==> config.mk <==
export PLATFORM = sky130hd
export DESIGN_NAME = std_8b10b_encode_flat
export DESIGN_NICKNAME = d
export VERILOG_FILES = /design/src/rtl/std_8b10b_encode_if.sv /design/src/rtl/std_8b10b_encode.sv /design/src/flat_wrapper.sv
export SDC_FILE = /design/constraint.sdc
export NUM_CORES = 1
export LEC_CHECK = 0
export CAP_MARGIN = 5
export CORE_MARGIN = 4
export CORE_UTILIZATION = 30
export CTS_BUF_LIST = sky130_fd_sc_hd__clkbuf_8 sky130_fd_sc_hd__clkbuf_16
export DETAILED_ROUTE_END_ITERATION = 8
export PLACE_DENSITY = 0.48
export SLEW_MARGIN = 15
export SYNTH_ARGS = -nofsm -noshare
export SYNTH_HDL_FRONTEND = slang
export SYNTH_SLANG_ARGS = --single-unit
==> constraint.sdc <==
create_clock -name clk -period 19.7 [get_ports clk]
set_clock_uncertainty 0.1 [all_clocks]
set_input_delay 5.91 -clock clk [delete_from_list [all_inputs] [get_ports clk]]
set_output_delay 5.91 -clock clk [all_outputs]
set_load 0.005 [all_outputs]
==> src/rtl/std_8b10b_encode_if.sv <==
// Byte-side and line-side handshake bundle of the 8b/10b encoder.
// slave = encoder view, master = link/serializer view.
interface std_8b10b_encode_if;
  logic       in_valid;
  logic       in_ready;
  logic       K_in;
  logic [7:0] data_in;
  logic       tx_valid;
  logic       tx_ready;
  logic [9:0] tx_code_group;
  logic       code_err;
  logic       rd_out;

  modport slave (
    input  in_valid,
    input  K_in,
    input  data_in,
    input  tx_ready,
    output in_ready,
    output tx_valid,
    output tx_code_group,
    output code_err,
    output rd_out
  );

  modport master (
    output in_valid,
    output K_in,
    output data_in,
    output tx_ready,
    input  in_ready,
    input  tx_valid,
    input  tx_code_group,
    input  code_err,
    input  rd_out
  );
endinterface

==> src/rtl/std_8b10b_encode.sv <==
// Registered 8b/10b transmit encoder with running disparity,
// alternate D.x.A7 selection and optional K28.5 idle fill.
module std_8b10b_encode #(
  parameter bit IDLE_INSERT = 1'b1,
  parameter bit RD_INIT     = 1'b0
) (
  input logic              clk,
  input logic              nreset,
  std_8b10b_encode_if.slave bus
);

  localparam logic [9:0] K285_NEG = 10'h0FA;
  localparam logic [9:0] K285_POS = 10'h305;

  // 5b/6b table, RD- column (abcdei)
  function automatic logic [5:0] t6(input logic [4:0] x);
    logic [5:0] r;
    case (x)
      5'd0:    r = 6'b100111;
      5'd1:    r = 6'b011101;
      5'd2:    r = 6'b101101;
      5'd3:    r = 6'b110001;
      5'd4:    r = 6'b110101;
      5'd5:    r = 6'b101001;
      5'd6:    r = 6'b011001;
      5'd7:    r = 6'b111000;
      5'd8:    r = 6'b111001;
      5'd9:    r = 6'b100101;
      5'd10:   r = 6'b010101;
      5'd11:   r = 6'b110100;
      5'd12:   r = 6'b001101;
      5'd13:   r = 6'b101100;
      5'd14:   r = 6'b011100;
      5'd15:   r = 6'b010111;
      5'd16:   r = 6'b011011;
      5'd17:   r = 6'b100011;
      5'd18:   r = 6'b010011;
      5'd19:   r = 6'b110010;
      5'd20:   r = 6'b001011;
      5'd21:   r = 6'b101010;
      5'd22:   r = 6'b011010;
      5'd23:   r = 6'b111010;
      5'd24:   r = 6'b110011;
      5'd25:   r = 6'b100110;
      5'd26:   r = 6'b010110;
      5'd27:   r = 6'b110110;
      5'd28:   r = 6'b001110;
      5'd29:   r = 6'b101110;
      5'd30:   r = 6'b011110;
      default: r = 6'b101011;
    endcase
    return r;
  endfunction

  // 3b/4b table, RD- column (fghj), primary P7 for y=7
  function automatic logic [3:0] t4(input logic [2:0] y);
    logic [3:0] r;
    case (y)
      3'd0:    r = 4'b1011;
      3'd1:    r = 4'b1001;
      3'd2:    r = 4'b0101;
      3'd3:    r = 4'b1100;
      3'd4:    r = 4'b1101;
      3'd5:    r = 4'b1010;
      3'd6:    r = 4'b0110;
      default: r = 4'b1110;
    endcase
    return r;
  endfunction

  logic       vld_q, vld_d;
  logic [9:0] code_q, code_d;
  logic       err_q, err_d;
  logic       rd_q, rd_d;

  logic [4:0] x;
  logic [2:0] y;
  logic       k28, k7, kok;
  logic [5:0] s6m, s6;
  logic [3:0] s4m, s4;
  logic       bal6, bal4, flip6, flip4;
  logic       rd6, a7, a7_neg, a7_pos;
  logic       k28_inv;
  logic [9:0] enc_code;
  logic       enc_err, enc_rd;
  logic [9:0] idle_code;
  logic       load;

  assign load          = ~vld_q | bus.tx_ready;
  assign bus.in_ready  = load;
  assign bus.tx_valid  = vld_q;
  assign bus.tx_code_group = code_q;
  assign bus.code_err  = err_q;
  assign bus.rd_out    = rd_q;

  assign idle_code = rd_q ? K285_POS : K285_NEG;

  // Encode the presented word against the current running disparity
  always_comb begin
    x   = bus.data_in[4:0];
    y   = bus.data_in[7:5];
    k28 = bus.K_in & (x == 5'd28);
    k7  = bus.K_in & (y == 3'd7) &
          ((x == 5'd23) | (x == 5'd27) |
           (x == 5'd29) | (x == 5'd30));
    kok = k28 | k7;

    s6m   = k28 ? 6'b001111 : t6(x);
    bal6  = ($countones(s6m) == 3);
    flip6 = ~bal6 | (x == 5'd7);
    s6    = (rd_q & flip6) ? ~s6m : s6m;
    rd6   = bal6 ? rd_q : ~rd_q;

    a7_neg = ~rd6 & ((x == 5'd17) | (x == 5'd18) |
                     (x == 5'd20));
    a7_pos = rd6 & ((x == 5'd11) | (x == 5'd13) |
                    (x == 5'd14));
    a7 = (y == 3'd7) & (kok | a7_neg | a7_pos);

    s4m   = a7 ? 4'b0111 : t4(y);
    bal4  = ($countones(s4m) == 2);
    flip4 = ~bal4 | (y == 3'd3);
    s4    = (rd6 & flip4) ? ~s4m : s4m;

    // K28 keeps comma polarity: neutral 4b forms invert after RD-
    k28_inv = k28 & ~rd6 &
              ((y == 3'd1) | (y == 3'd2) |
               (y == 3'd5) | (y == 3'd6));
    if (k28_inv) s4 = ~s4;

    enc_code = {s6, s4};
    enc_rd   = bal4 ? rd6 : ~rd6;
    enc_err  = bus.K_in & ~kok;
  end

  // Next output register contents: input word beats idle fill
  always_comb begin
    vld_d  = vld_q;
    code_d = code_q;
    err_d  = err_q;
    rd_d   = rd_q;
    if (load) begin
      unique case (1'b1)
        bus.in_valid: begin
          vld_d  = 1'b1;
          code_d = enc_code;
          err_d  = enc_err;
          rd_d   = enc_rd;
        end
        (~bus.in_valid & IDLE_INSERT): begin
          vld_d  = 1'b1;
          code_d = idle_code;
          err_d  = 1'b0;
          rd_d   = ~rd_q;
        end
        default: begin
          vld_d = 1'b0;
        end
      endcase
    end
  end

  // Output register stage with synchronous active-low reset
  always_ff @(posedge clk) begin
    if (!nreset) begin
      vld_q  <= 1'b0;
      code_q <= K285_NEG;
      err_q  <= 1'b0;
      rd_q   <= RD_INIT;
    end else begin
      vld_q  <= vld_d;
      code_q <= code_d;
      err_q  <= err_d;
      rd_q   <= rd_d;
    end
  end

endmodule

==> src/flat_wrapper.sv <==
// flat-port wrapper written by rule: the top's interface ports become plain ports
module std_8b10b_encode_flat 
#(
  parameter bit IDLE_INSERT = 1'b1,
  parameter bit RD_INIT     = 1'b0
)
  (clk, nreset, bus_in_valid, bus_K_in, bus_data_in, bus_tx_ready, bus_in_ready, bus_tx_valid, bus_tx_code_group, bus_code_err, bus_rd_out);
  std_8b10b_encode_if bus_i ();
  input logic clk;
  input logic nreset;
  input wire logic [$bits(bus_i.in_valid)-1:0] bus_in_valid;
  input wire logic [$bits(bus_i.K_in)-1:0] bus_K_in;
  input wire logic [$bits(bus_i.data_in)-1:0] bus_data_in;
  input wire logic [$bits(bus_i.tx_ready)-1:0] bus_tx_ready;
  output wire logic [$bits(bus_i.in_ready)-1:0] bus_in_ready;
  output wire logic [$bits(bus_i.tx_valid)-1:0] bus_tx_valid;
  output wire logic [$bits(bus_i.tx_code_group)-1:0] bus_tx_code_group;
  output wire logic [$bits(bus_i.code_err)-1:0] bus_code_err;
  output wire logic [$bits(bus_i.rd_out)-1:0] bus_rd_out;
  assign bus_i.in_valid = bus_in_valid;
  assign bus_i.K_in = bus_K_in;
  assign bus_i.data_in = bus_data_in;
  assign bus_i.tx_ready = bus_tx_ready;
  assign bus_in_ready = bus_i.in_ready;
  assign bus_tx_valid = bus_i.tx_valid;
  assign bus_tx_code_group = bus_i.tx_code_group;
  assign bus_code_err = bus_i.code_err;
  assign bus_rd_out = bus_i.rd_out;
  std_8b10b_encode #(.IDLE_INSERT(IDLE_INSERT), .RD_INIT(RD_INIT)) u_core (.clk(clk), .nreset(nreset), .bus(bus_i));
endmodule
---- Yosys cells after proc, flatten, opt, wreduce, memory -nomap -nowiden ----
Memory sizes are Yosys's and may differ from the RTL's.
Cells that the tools add are included.
storage, ports and cells
  flip-flop bits (word level) ............. 13
  ROM bits ................................ 192
  bits of input ports ..................... 13
  output and inout port bits .............. 14
  logic and storage cells ................. 84
  memories kept ........................... 1
operators by class
  add/subtract/negate cells ............... 8
  equality and inequality tests ........... 21
  mux-type cells .......................... 12
  bitwise logic cells ..................... 37
  reductions and logical operators ........ 1
memory list
  name              depth  bits a word  read ports  clocked after Yosys merged registers in  write ports  line                    source
  (name not given)  32     6            1           0                                        0            std_8b10b_encode.sv:18  case (x)
operator list
  kind                                                              number
  32-bit adder                                                      3
  32-bit by 3-bit == test with 1-bit output, second input constant  2
  5-bit == test, second input constant                              8
  4-bit case mux with 7 select lines                                1
  10-bit case mux with 2 select lines                               1
  1-bit bitwise OR                                                  16
  5-bit by 4-bit == test with 1-bit output, second input constant   3
  3-bit == test, second input constant                              4
  4-bit two-way mux                                                 3
  6-bit two-way mux                                                 2
  1-bit bitwise AND                                                 11
  1-bit by 1-bit adder with 2-bit output                            5
  10-bit two-way mux                                                1
  4-bit NOT                                                         2
  1-bit NOT                                                         7
  3-bit by 2-bit == test with 1-bit output, second input constant   2
  6-bit NOT                                                         1
  5-bit by 3-bit == test with 1-bit output, second input constant   1
  1-bit case mux with 2 select lines                                2
  3-bit by 1-bit == test with 1-bit output, second input constant   1
  3-bit logical NOT                                                 1
  1-bit two-way mux                                                 2

---- Depth between registers and ports, before layout ----
  depth in word-level cells ............... 24
  gate-level depth with buffers ........... 21
  mapped depth without buffers ............ 21

---- Least setup slack after synthesis ----
OpenSTA, ideal clock, no wires.
  kind .................................... input -> output
  start ................................... input port bus_tx_ready
  end ..................................... output port bus_in_ready
  arrival time ............................ 6.205 ns
  required time ........................... 13.690 ns
  setup slack ............................. 7.485 ns
  stages on the path ...................... 2
  buffers on the path ..................... 0
  cell sequence ........................... nor2b_1 inv_1
on the way
  longest elaborated chain between the ends .. 1
ends and longest elaborated chain
  item              line                    source
  from (decl)       flat_wrapper.sv:14      input wire logic [$bits(bus_i.tx_ready)-1:0] bus_tx_ready;
  1-bit bitwise OR  std_8b10b_encode.sv:89  assign load = ~vld_q | bus.tx_ready;
  to (decl)         flat_wrapper.sv:15      output wire logic [$bits(bus_i.in_ready)-1:0] bus_in_ready;
No other way between the ends.

---- Final worst setup path ----
Ends and elaborated chain as after synthesis.

==> impl_metrics.yaml <==
clock_tree:
  cts_tree: "done"
  cts_hold_buf: 0
  clkLatencyLatePin_ns: 0.24
  htreeDepth: 1
  cts_buffers: 3
  clock_path_buffers: 2
  clkSinkCount: 13
  root_buffer: "clkbuf_8"
  postCtsSetupRepairBufs: 0
  clk_pin_slew_ns: 0.05
  ctsResizeCount: 0
grt:
  grt_use_total_pct: 11.8
  grt_overflow: 0
  grt_pass1_vias: 1244
  grt_max_degree: 25
  grt_pass1_wl_um: 5850
  antenna_found_initial: 0
worst_setup_path:
  critical_path_arrival_ns: 7.77
  rr_endpoint: "u_core.bus.tx_code_group[1]"
  crit_path_max_fanout: 13
  r2r_setup_slack_ns: 16.02
  cpMostUsedCell: "clkdlybuf4s50_1"
  r2r-start: "u_core.bus.rd_out"
  critPathLaunchType: "primary input"
  crit_required_ns: 13.69
  slowest_stage: "nor2b_1"
  crit_start: "bus_tx_ready"
  crit_path_cell_trace: "clkdlybuf4s50_1 -> nor2b_1 -> inv_1 -> clkdlybuf4s50_1"
  slowest_delay_ns: 0.66
  ff2ff_path_depth: 10
  cp-end-kind: "primary output"
  crit_type: "primary input to primary output"
place:
  dpl_cell_area_sq_um: 1730
  gp_congestion: 0.735
  dp_cells: 249
  port_buffers: 26
  dpl.hpwl_um: 2800
routing:
  route.vias.total: 1311
  firstDrtPassIters: 4
  drc_errors: 0
  antenna_left: 0
  drt_iter0_markers: 47
  wl_um: 3460
  wire_per_inst_um: 13.7
  vias_per_cell: 5.18
power:
  power_frac_comb_pct: 55.9
  seqPwrFrac_pct: 27.8
  internal_power_w: 0.0000882
  pwr-share-clk_pct: 16.4
  cellLeakagePower_nw: 0.713
  power_density_nw_per_um2: 78.4
  p_switching_w: 0.0000508
  switching_share_pct: 36.5
  irDropWorstVdd_uv: 22.2
sta:
  post-route-period-util_pct: 69.9
  finalSetupViolCount: 0
  hold_violations: 0
  rsz0062_at_grt: "no"
  period_minus_slack_ns: 13.78
  setup_tns_ns: 0
  fmax_ghz: 0.0726
  slew-limit-headroom_pct: 43.3
  maxSlewViolCount: 0
  worst_pin_slew_ns: 0.849
  hold_slack_ns: 0.362
yosys:
  synth.avg_cell_area_sq_um: 8.06
  yosysUniqueCellTypes: 47
  syn-num-nets: 211
  synth_edf_count: 0
  synth_cells: 180
  synthFlopType: "dfxtp_1"
  synth_area_sq_um: 1450
  ys_seq_area_share_pct: 17.9
  ys_warn_count: 0
  synth-seq-cells: 13
  async_reset_ff_share_pct: 0
job:
  cap_violations: 0
die:
  rows: 25
  core_sq_um: 4690
  die-area_sq_um: 6010
  die_h_um: 77.5
  initial_utilization_pct: 30.9
  die_width_um: 77.5
  ios: 27
worst_hold_path:
  hp-class: "flop to flop"
  hold_depth: 2
  worstHoldEndpoint: "u_core.bus.code_err"
  worstHoldStart: "u_core.bus.code_err"
run_status:
  status: "complete, no violations"
final_layout:
  layout_commonest_cell: "clkdlybuf4s50_1"
  insertedDiodeCount: 0
  final_area_sq_um: 1770
  final_cell_mix: "clkdlybuf4s50_1 (26), nand2_1 (17), ha_1 (15)"
  fin_nets: 231
  area_growth_pct: 22.3
  drive_gt1_share_pct: 5.53
  instances_no_fill: 253
==> cells by family (layout without fill, tap and decap cells) <==
family / after synthesis / count (layout) / share of synthesized area [%]
AND/OR/NAND/NOR: 64 / 64 / 22.6
buffers and inverters: 18 / 37 / 5.26
XOR/XNOR: 12 / 12 / 7.77
flip-flops: 13 / 13 / 17.9
multiplexers: 8 / 8 / 6.73
AO/OA/AOI/OAI: 46 / 46 / 21.9
adder cells (fa/ha/maj): 19 / 19 / 17.8
==> layer usage <==
metal | GRT usage (%) | routed length [um]
met5 | 0 | 0
met4 | 2.67 | 8
met3 | 1.74 | 107
met2 | 19.4 | 1600
met1 | 16.1 | 1740
==> registers in the layout, indices dropped and copies added, names as in the netlist <==
signal	flops
u_core.bus.code_err	1
u_core.bus.tx_valid	1
u_core.bus.rd_out	1
u_core.bus.tx_code_group	10
==> power groups by stage <==
stage	registers, W	logic (W)	clock network, W
finish	0.0000386	0.0000776	0.0000228
global route	0.0000394	0.0000869	0.0000252
CTS	0.0000386	0.0000790	0.0000235
detailed placement	0.0000391	0.0000786	0
global placement	0.0000389	0.0000764	0
floorplan	0.0000371	0.0000538	0
==> layout make-up <==
type	count	area, sq um
fillers	488	2920
multi-input cells	149	1110
flip-flops and latches	13	260
repair buffers	26	260
well taps	54	67.6
clock buffers	3	41.3
inverters	7	26.3
clock inverters	1	3.75
==> worst max-delay path by stage <==
stage	endpoint	slack [ns]	cells past startpoint
floorplan	bus_in_ready	7.48	2
global placement	bus_in_ready	5.99	4
detailed placement	bus_in_ready	5.91	4
CTS	bus_in_ready	5.90	4
global route	bus_in_ready	5.74	4
finish	bus_in_ready	5.92	4
==> synth_stat cells, drive strengths merged, types with 3 or more instances <==
cell type,number,area (sq um)
nand3,3,15.0
a21oi,7,35.0
o211ai,4,30.0
nor2,14,52.6
dfxtp,13,260
clkbuf,6,22.5
fa,3,60.1
and3,4,25.0
nand2,17,63.8
buf,5,27.5
xnor2,7,68.8
o21ai,9,45.0
ha,15,188
xor2,5,43.8
mux2i,6,60.1
nor3,3,15.0
nor2b,5,31.3
inv,7,26.3
a31oi,7,43.8
nand2b,7,43.8
a211oi,3,22.5
==> metrics by stage <==
stage	total power [W]	utilization [%]	setup slack, ns
after floorplan	0.0000909	-	7.48
after global placement	0.000115	36.8	5.99
after detailed placement	0.000118	36.8	5.91
after CTS	0.000141	37.8	5.90
after global routing	0.000152	37.8	5.74
final	0.000139	37.8	5.92
==> critical path: cells and delay by family <==
| family | cells | cell delay (ns) |
|---|---|---|
| simple gates | 1 | 0.66 |
| buf+inv | 3 | 1.20 |
(Power assumes the default switching activity.)
